--- config.mk ---
export PLATFORM = sky130hd
export DESIGN_NAME = if_stage
export DESIGN_NICKNAME = d
export VERILOG_FILES = /design/src/rtl/if_pkg.sv /design/src/rtl/if_stage_npc_calc.sv /design/src/rtl/if_stage.sv
export SDC_FILE = /design/constraint.sdc
export NUM_CORES = 1
export LEC_CHECK = 0
export BUFFER_PORTS_ARGS = -buffer_cell sky130_fd_sc_hd__buf_2
export CAP_MARGIN = 20
export CORE_UTILIZATION = 50
export DETAILED_ROUTE_END_ITERATION = 16
export GPL_ROUTABILITY_DRIVEN = 0
export PLACE_DENSITY = 0.81
export SYNTH_ARGS = -nofsm -noshare
export SYNTH_HDL_FRONTEND = slang
export SYNTH_SLANG_ARGS = --single-unit
export TNS_END_PERCENT = 50
--- constraint.sdc ---
create_clock -name clk -period 6.2 [get_ports clk]
set_input_delay 1.24 -clock clk [delete_from_list [all_inputs] [get_ports clk]]
set_output_delay 1.24 -clock clk [all_outputs]
set_load 0.05 [all_outputs]
--- src/rtl/if_pkg.sv ---
// Shared types for the instruction-fetch stage.
// Holds npc_op codes, FSM states and the NOP word.
package if_pkg;

    typedef enum logic [1:0] {
        NPC_PC4  = 2'b00,
        NPC_BR   = 2'b01,
        NPC_JAL  = 2'b10,
        NPC_JALR = 2'b11
    } npc_op_e;

    typedef enum logic [2:0] {
        S_BOOT,
        S_REQ,
        S_WAIT,
        S_VALID,
        S_HALT
    } state_e;

    localparam logic [31:0] NOP = 32'h0000_0013;

endpackage

--- src/rtl/if_stage_npc_calc.sv ---
// Next-PC selector for the fetch stage (combinational).
// In: pc, npc_op, imm, alu_c. Out: next_pc, misaligned.
module npc_calc
    import if_pkg::*;
(
    input  logic [31:0] pc,
    input  logic [1:0]  npc_op,
    input  logic [31:0] imm,
    input  logic [31:0] alu_c,
    output logic [31:0] next_pc,
    output logic        misaligned
);

    always_comb begin
        next_pc = pc + 32'd4;
        unique case (npc_op)
            NPC_PC4:  next_pc = pc + 32'd4;
            NPC_BR:   next_pc = pc + imm;
            NPC_JAL:  next_pc = pc + imm;
            NPC_JALR: next_pc = alu_c & ~32'h1;
        endcase
    end

    // JALR already cleared bit 0, so any set low bit
    // means the target is not word-aligned.
    assign misaligned = |next_pc[1:0];

endmodule

--- src/rtl/if_stage.sv ---
// Instruction-fetch stage: PC, imem handshake, instret, fault.
// Ports: clk/rst, imem req/gnt/rvalid, inst/pc out, commit in.
module if_stage
    import if_pkg::*;
#(
    parameter logic [31:0] RESET_PC = 32'h0000_0000,
    parameter int          CNT_W    = 32
) (
    input  logic             clk,
    input  logic             rst,
    output logic             imem_req_o,
    output logic [31:0]      imem_addr_o,
    input  logic             imem_gnt_i,
    input  logic             imem_rvalid_i,
    input  logic [31:0]      imem_rdata_i,
    output logic [31:0]      inst_o,
    output logic             inst_valid_o,
    output logic [31:0]      pc_o,
    output logic [31:0]      pc4_o,
    input  logic             commit_i,
    input  logic [1:0]       npc_op_i,
    input  logic [31:0]      imm_i,
    input  logic [31:0]      alu_c_i,
    output logic [CNT_W-1:0] instret_o,
    output logic             fault_o
);

    state_e      state;
    logic [31:0] next_pc;
    logic        misaligned;

    npc_calc u_npc (
        .pc         (pc_o),
        .npc_op     (npc_op_i),
        .imm        (imm_i),
        .alu_c      (alu_c_i),
        .next_pc    (next_pc),
        .misaligned (misaligned)
    );

    always_ff @(posedge clk or posedge rst) begin
        if (rst) begin
            state        <= S_BOOT;
            pc_o         <= RESET_PC;
            inst_o       <= NOP;
            inst_valid_o <= 1'b0;
            instret_o    <= '0;
            fault_o      <= 1'b0;
        end else begin
            unique case (state)
                S_BOOT: state <= S_REQ;
                S_REQ: begin
                    if (imem_gnt_i)
                        state <= S_WAIT;
                end
                S_WAIT: begin
                    if (imem_rvalid_i) begin
                        inst_o       <= imem_rdata_i;
                        inst_valid_o <= 1'b1;
                        state        <= S_VALID;
                    end
                end
                S_VALID: begin
                    if (commit_i) begin
                        inst_valid_o <= 1'b0;
                        instret_o    <= instret_o + CNT_W'(1);
                        pc_o         <= next_pc;
                        if (misaligned) begin
                            fault_o <= 1'b1;
                            state   <= S_HALT;
                        end else begin
                            state   <= S_REQ;
                        end
                    end
                end
                S_HALT: state <= S_HALT;
                default: state <= S_HALT;
            endcase
        end
    end

    assign imem_req_o  = (state == S_REQ);
    assign imem_addr_o = pc_o;
    assign pc4_o       = pc_o + 32'd4;

endmodule

# Word level (Yosys, flattened, before mapping)
# Index checks and enable logic that the tools add are counted.
# W data, S select, Z words.
[classes] order_cmp=0 n_mux=9 n_addsub=3 n_div=0 shifts=0 n_eq_ne=9 reduce_logical=10 n_bitwise=0 multipliers=0
[op_table] operator="$pmux W32 S3" n=1
[op_table] operator="$add A32 B1 Y32 const B" n=1
[op_table] operator="$add A32 B3 Y32 const B" n=1
[op_table] operator="$add A32 B32 Y32" n=1
[op_table] operator="$mux W3" n=4
[op_table] operator="$pmux W3 S4" n=1
[op_table] operator="$reduce_and A3 Y1" n=3
[op_table] operator="$eq A3 B2 Y1 const B" n=2
[op_table] operator="$eq A2 B2 Y1 const B" n=2
[op_table] operator="$ne A2 B2 Y1 const B" n=2
[op_table] operator="$reduce_and A2 Y1" n=2
[op_table] operator="$reduce_or A2 Y1" n=2
[op_table] operator="$eq A3 B1 Y1 const B" n=1
[op_table] operator="$logic_not A3 Y1" n=1
[op_table] operator="$eq A2 B1 Y1 const B" n=1
[op_table] operator="$logic_not A2 Y1" n=1
[op_table] operator="$mux W1" n=2
[op_table] operator="$ne A2 B1 Y1 const B" n=1
[op_table] operator="$pmux W1 S2" n=1
[op_table] operator="$reduce_bool A2 Y1" n=1
[word_totals] output_inout_bits=163 latchBits=0 mem_bits_ro=0 word_cells=37 ramBits=0 register_bits=101 mem_count=0

# Logic depth before layout (Yosys ltp)
# Gate-level depths: netlist (run 1).
[depth] word_depth=7 ltp_mapped=12 mapped_depth_nobuf=12

# Cells and area by module
# From an unflattened synthesis (run 1), not the netlist that was laid out.
[hier_totals] cells_unflattened=909 area_unflattened_um2=7886.3
[by_module_without_submodules] mod="if_stage" cells_each=473 instances=1 area_each_um2=4953.5 seq_area_each_um2=2531.2
[by_module_without_submodules] mod="npc_calc" cells_each=436 instances=1 area_each_um2=2932.8 seq_area_each_um2=0.0

# Worst setup path after synthesis (run 1)
# Ideal clock, no wire load.
[synth_timing] path_kind="register -> output" start="register pc_o[5], in the netlist imem_addr_o[5]" end="output port pc4_o[31]" arrival_time_ns=3.052 path_stages_with_launch=8 path_slack_ns=1.908 path_cell_list="dfrtp_1 buf_2 nand4_2 or4_4 nor3_4 and2_4 and3_1 xor2_1"
[synth_between] elab_chain_len=1
[synth_rtl] item="start: declaration" line_no="if_stage.sv:18" rtl="output logic [31:0] pc_o,"
[synth_rtl] item="start signal: assignment" line_no="if_stage.sv:67" rtl="pc_o <= next_pc;"
[synth_rtl] item="$add A32 B3 Y32" line_no="if_stage.sv:84" rtl="assign pc4_o = pc_o + 32'd4;"
[synth_rtl] item="end: declaration" line_no="if_stage.sv:19" rtl="output logic [31:0] pc4_o,"
# Every way passes these cells.

# Final worst setup path (run 1)
[layout_timing] start="register pc_o[2], in the netlist imem_addr_o[2]" end="output port pc4_o[28]"
# Same word-level chain as after synthesis.

==> flow_metrics.tcl, run 1 <==
set metrics [dict create \
    power.combinational.fraction_pct 65.4 \
    antenna_cells 0 \
    port_buffers 264 \
    start_util_pct 52.2 \
    worstPathMaxFanout 9 \
    drtPass1Iterations 5 \
    dpl_cell_area_sq_mm 0.00825 \
    finalNonFillerCells 1164 \
    max-slew-margin-rel_pct 44.6 \
    grt_pass1_wl_microns 31800 \
    syn_inst 766 \
    vias 6756 \
    fill_cells 1165 \
    die_area_sq_mm 0.0145 \
    setup_viol 0 \
    hold_violations 0 \
    cts_root_buffer "clkbuf_16" \
    core.rowCount 42 \
    synth-edff-count 0 \
    synth_area_leaders "dfrtp_1 (35%), xnor2_1 (7.7%), ha_1 (6.2%), mux2_2 (5.1%), a21oi_1 (3.8%)" \
    synth_nets 905 \
    final_cell_mix "buf_2 (264), dfrtp_1 (98), nand2_1 (66)" \
    holdPathStages 1 \
    r2r-start "imem_addr_o[4]" \
    fin_area_sq_mm 0.00854 \
    seq_area_frac_synth_pct 36.1 \
    worstRegToRegCells 10 \
    rsz0062_at_grt "false" \
    antenna_found_initial 0 \
    ioPinCount 266 \
    cts.htree.levels 3 \
    final_common_cell "buf_2" \
    status "finished, final reports clean" \
    ant_nets 0 \
    place_ws_ps 2060 \
    required_ps 4960 \
    post-cts-setup-buffers 0 \
    ir_worst_vdd_v 0.000448 \
    fp.dieW_microns 120 \
    cts_tree "done" \
    fp.dieH_microns 120 \
    syn-cell-area_sq_mm 0.00702 \
    dp_hpwl_microns 14900 \
    clk_latency_ps 350 \
    grt_max_degree 68 \
    cp.arrival_ps 3330 \
    cts_resized 0 \
    r2r_end "imem_addr_o[21]" \
    drv_slew 0 \
    holdBufCountCts 0 \
    place_inst 1148 \
    internal_power_mw 2.12 \
    avgSynthCellArea_sq_um 9.17 \
    rrSetupSlack_ps 2930 \
    fin_skew_ps 14.9 \
    synth_top_flop_cell "dfrtp_1" \
    synth_top_cell_by_area "dfrtp_1" \
    detail_route.iter0.violations 412 \
    p_leak_nw 4.31 \
    fin_crit_ps 4570 \
    wire_per_inst_microns 17.8 \
    maxCapViolCount 0 \
    startpoint_type "register" \
    core_area_sq_mm 0.0135 \
    drt-total-wl_microns 20700 \
    min_to "inst_valid_o" \
    synthDominantCellAreaShare_pct 34.9 \
    drc_errors 0 \
    clock_sinks 101 \
    grt_overflow 0 \
    ys_warn_count 0 \
    layout_setup_ws_ps 1630 \
    holdWs_ps 478 \
    synthArstFlopShare_pct 100 \
    grt_pass1_vias 6324 \
    switching_share_pct 58.3 \
    clk_pin_slew_ps 80 \
    clockPowerShare_pct 11.1 \
    end_kind "output port" \
    synth-seq-cells 101 \
    p_switching_mw 2.96 \
    vias_per_cell 5.80 \
    power.density_mw_per_mm2 595 \
    min-delay-start "inst_valid_o" \
    synth_cell_types 66 \
    hp-class "reg -> reg" \
    grt.total_usage_pct 28.1 \
    post-route-period-util_pct 73.8 \
    area_delta_synth_final_pct 21.7 \
    cts.path.max_buffers 2 \
    fin_tns_setup_ps 0 \
    worst_pin_slew_ps 831 \
    max_freq_mhz 219 \
    criticalPathCategory "reg -> out" \
    numCtsBuffers 9 \
    drive_gt1_share_pct 34.3 \
    fin_nets 1122 \
    pwr-share-seq_pct 23.5 \
]
[metrics by stage]
step / total power [mW] / utilization [%]
floorplan: 3.89 / -
global placement: 4.45 / 61.3
detailed placement: 4.50 / 61.3
CTS: 5.08 / 63.5
global route: 5.33 / 63.5
finish: 5.08 / 63.5
[worst max-delay path by stage]
stage                    from   endpoint  slack [ps]  cells past startpoint
4_1_cts        imem_addr_o[2]  pc4_o[24]        1650                      8
3_5_place_dp   imem_addr_o[2]  pc4_o[24]        2060                      8
2_1_floorplan  imem_addr_o[5]  pc4_o[31]        1910                      7
5_1_grt        imem_addr_o[2]  pc4_o[30]        1420                      7
6_report       imem_addr_o[2]  pc4_o[28]        1630                      7
3_3_place_gp   imem_addr_o[2]  pc4_o[24]        2070                      8
[worst max-delay path, stage by stage (launching register included)]
cell and delay (ps):
dfrtp_1 520, ha_1 310, nand2_1 160, nor3_1 700, and3_1 400, and3_1 260, xor2_1 300, buf_2 330
[synthesized netlist by cell type (all sizes together), types with 8 or more instances]
master / number
dfrtp: 98
nand2: 66
and3: 21
nand4: 14
nor2: 42
nor3: 10
clkbuf: 26
nand3: 34
xnor2: 62
mux2: 32
ha: 35
inv: 21
a21oi: 55
o21a: 8
xor2: 27
buf: 40
a21o: 21
o21ai: 40
o22ai: 17
a31oi: 10
a221oi: 16
[state kept, by name, indices dropped and copies added, names as in the netlist]
signal,cells
fault_o,1
imem_addr_o,32
inst_o,32
inst_valid_o,1
instret_o,32
state,3
[layer usage]
layer	GRT usage, %	vias up	routed length, microns	share of wire, %
met4	13.3	0	530	2.6
li1	-	3182	-	-
met5	0	-	0	0
met3	5.09	42	1730	8.4
met1	35.4	3206	8470	41
met2	46.6	326	9950	48
[cell families (layout without fill, tap and decap cells)]
group	count (synthesis)	count (layout)	share of synthesized area, %
multiplexers	33	33	5.28
adder cells (fa/ha/maj)	36	36	6.52
flip-flops	101	101	36.1
buffers and inverters	88	310	6.61
AND/OR/NAND/NOR	215	215	15.5
XOR/XNOR	89	89	11.1
AO/OA/AOI/OAI	204	204	18.9
[power by group through the flow]
stage | Clock [mW] | Combinational, mW | Sequential (mW)
6_report | 0.566 | 3.32 | 1.19
5_1_grt | 0.606 | 3.50 | 1.23
4_1_cts | 0.578 | 3.31 | 1.19
3_5_place_dp | 0 | 3.30 | 1.20
3_3_place_gp | 0 | 3.26 | 1.19
2_1_floorplan | 0 | 2.02 | 1.87
[cell type report]
cell class | instances | area, sq um | share of cell area (%)
Clock inverter | 6 | 52.6 | 0.615
Timing Repair Buffer | 272 | 1380 | 16.2
Tap cell | 176 | 220 | 2.58
Clock buffer | 10 | 239 | 2.80
Multi-Input combinational cell | 577 | 4030 | 47.2
Inverter | 22 | 85.1 | 0.996
Sequential cell | 101 | 2530 | 29.6
Note: power is estimated with default switching activity, not from simulation.
==> run 2: changes to the inputs <==
--- a/config.mk
+++ b/config.mk
@@ -7,10 +7,10 @@
 export LEC_CHECK = 0
 export BUFFER_PORTS_ARGS = -buffer_cell sky130_fd_sc_hd__buf_2
 export CAP_MARGIN = 20
-export CORE_UTILIZATION = 50
+export CORE_UTILIZATION = 45
 export DETAILED_ROUTE_END_ITERATION = 16
 export GPL_ROUTABILITY_DRIVEN = 0
-export PLACE_DENSITY = 0.81
+export PLACE_DENSITY = 0.77
 export SYNTH_ARGS = -nofsm -noshare
 export SYNTH_HDL_FRONTEND = slang
 export SYNTH_SLANG_ARGS = --single-unit
==> constraint.sdc (replaced) <==
create_clock -name clk -period 3.95 [get_ports clk]
set_input_delay 0.79 -clock clk [delete_from_list [all_inputs] [get_ports clk]]
set_output_delay 0.79 -clock clk [all_outputs]
set_load 0.05 [all_outputs]
==> run 2 against run 1 <==
  * Clock skew is essentially flat
  * Wire length shrank 3.2%
  * Sequential power grew 54%
  * Combinational power grew 58%
  * Critical endpoint is now pc4_o[21]
==> flow_metrics.tcl, run 2 (synthesis gave the netlist of run 1 again) <==
set metrics [dict create \
    drtPass1Iterations 5 \
    power.density_mw_per_mm2 924 \
    max_stage_delay_ps 610 \
    criticalPathCategory "reg -> out" \
    drt-total-wl_microns 20000 \
    worstPathMaxFanout 9 \
    port_buffers 264 \
    maxCapViolCount 0 \
    startpoint_type "register" \
    ioPinCount 266 \
    end_kind "output port" \
    clockPowerShare_pct 11.0 \
    grt_overflow 0 \
    cp_slowest_cell "or4_4" \
    core_area_sq_mm 0.0152 \
    post-route-period-util_pct 94.6 \
    die_area_sq_mm 0.0161 \
    antenna_found_initial 1 \
    drv_slew 0 \
    grt_pass1_wl_microns 31800 \
    fin_skew_ps 14.4 \
    fin_tns_setup_ps 0 \
    status "finished, final reports clean" \
    grt_use_met1_pct 32.1 \
    rsz0062_at_grt "false" \
    drive_gt1_share_pct 34.8 \
    fin_util_pct 56.6 \
    power.combinational.fraction_pct 66.0 \
    ir_worst_vdd_v 0.000669 \
    drc_errors 0 \
    p_leak_nw 4.34 \
    internal_power_mw 3.33 \
    clock_sinks 101 \
    grt_use_met3_pct 4.56 \
    dpl_cell_area_sq_mm 0.00831 \
    ant_nets 0 \
    vias 6679 \
    fin_area_sq_mm 0.00861 \
    clk_pin_slew_ps 70 \
    fin_nets 1128 \
    detail_route.iter0.violations 398 \
    cts_root_buffer "clkbuf_16" \
    cts_tree "done" \
    antenna_cells 0 \
    cp_num_buf_inv 2 \
    grt.total_usage_pct 25.0 \
    fin_crit_ps 3740 \
    setup_viol 0 \
    grt_max_degree 68 \
    p_switching_mw 4.62 \
    cts.path.max_buffers 2 \
    holdWs_ps 479 \
    core.rowCount 45 \
    vias_per_cell 5.65 \
    grt_pass1_vias 6245 \
    clk_latency_ps 350 \
    pwr-share-seq_pct 23.0 \
    final_cell_mix "buf_2 (264), dfrtp_1 (98), nand2_1 (66)" \
    area_delta_synth_final_pct 22.6 \
    required_ps 3160 \
    final_common_cell "buf_2" \
    numCtsBuffers 9 \
    holdBufCountCts 0 \
    cts.htree.levels 3 \
    fill_cells 1382 \
    wire_per_inst_microns 16.9 \
    worst_pin_slew_ps 854 \
    fp.dieW_microns 127 \
    path_cells "nand3_2 -> or4_4 -> nor3_4 -> buf_4 -> and4_1 -> xor2_1 -> buf_2" \
    start_util_pct 46.2 \
    hp-class "reg -> reg" \
    critical_path.top_delay_family "simple AND/OR/NAND/NOR gates" \
    dp_hpwl_microns 14800 \
    switching_share_pct 58.1 \
    max_freq_mhz 268 \
    max-slew-margin-rel_pct 43.1 \
    met2_usage_pct 41.5 \
    hold_violations 0 \
    grt_busiest_layer "met2" \
    fp.dieH_microns 127 \
    cp.arrival_ps 2950 \
]
==> run 2: metrics by stage <==
| step | setup slack [ps] | total power [mW] | cells |
|---|---|---|---|
| CTS | 220 | 7.96 | 1182 |
| finish | 214 | 7.95 | 1182 |
| global placement | 410 | 7.01 | 1166 |
| detailed placement | 352 | 7.07 | 1166 |
| global route | 19.8 | 8.39 | 1182 |
| floorplan | 108 | 6.11 | 766 |
==> run 2: layer usage <==
layer / part of all wire [%] / up-vias / routed length, microns
li1: - / 3195 / -
met1: 43 / 3147 / 8610
met2: 47 / 302 / 9420
met3: 7.6 / 35 / 1530
met4: 2.3 / 0 / 456
met5: 0 / - / 0
==> run 2: worst reg2reg max path, cell delays in order (launching register included) <==
cell      delay (ps)
dfrtp_1          390
buf_4            180
ha_1             360
a21o_1           220
a211o_1          310
a31o_2           290
a221o_1          420
a21oi_2          210
o21a_1           270
o21ai_0          150
xnor2_1          150
a221oi_1         280
==> run 2: final cells by class <==
type	count	area [sq um]	share of cell area, %
multi-input combinational	577	4030	46.9
sequential	101	2530	29.4
timing repair buffer	278	1430	16.6
tap	188	235	2.73
clock buffer	9	225	2.62
inverter	22	85.1	0.989
clock inverter	7	68.8	0.800
==> run 2: repair_timing <==
item | CTS | global route
resized for setup | 0 | 1
setup buffers | 0 | 0
setup endpoints to repair | 0 | 1
==> run 2: final timing paths <==
path                                startpoint         endpoint  slack [ps]  cells past startpoint
worst max register to register  imem_addr_o[4]  imem_addr_o[21]         640                     11
worst min register to register         fault_o          fault_o         480                      1
min in group asynchronous                  rst    instret_o[28]         610                      2
worst max-delay path            imem_addr_o[2]        pc4_o[21]         210                      7
worst min-delay path                   fault_o          fault_o         480                      1
max in group asynchronous                  rst       inst_o[20]        2520                      3
==> run 2: power groups by stage <==
stage | logic, mW | registers [mW] | clock network (mW)
3_5_place_dp | 5.22 | 1.85 | 0
2_1_floorplan | 3.18 | 2.93 | 0
6_report | 5.24 | 1.83 | 0.877
3_3_place_gp | 5.18 | 1.83 | 0
5_1_grt | 5.56 | 1.90 | 0.939
4_1_cts | 5.23 | 1.83 | 0.899
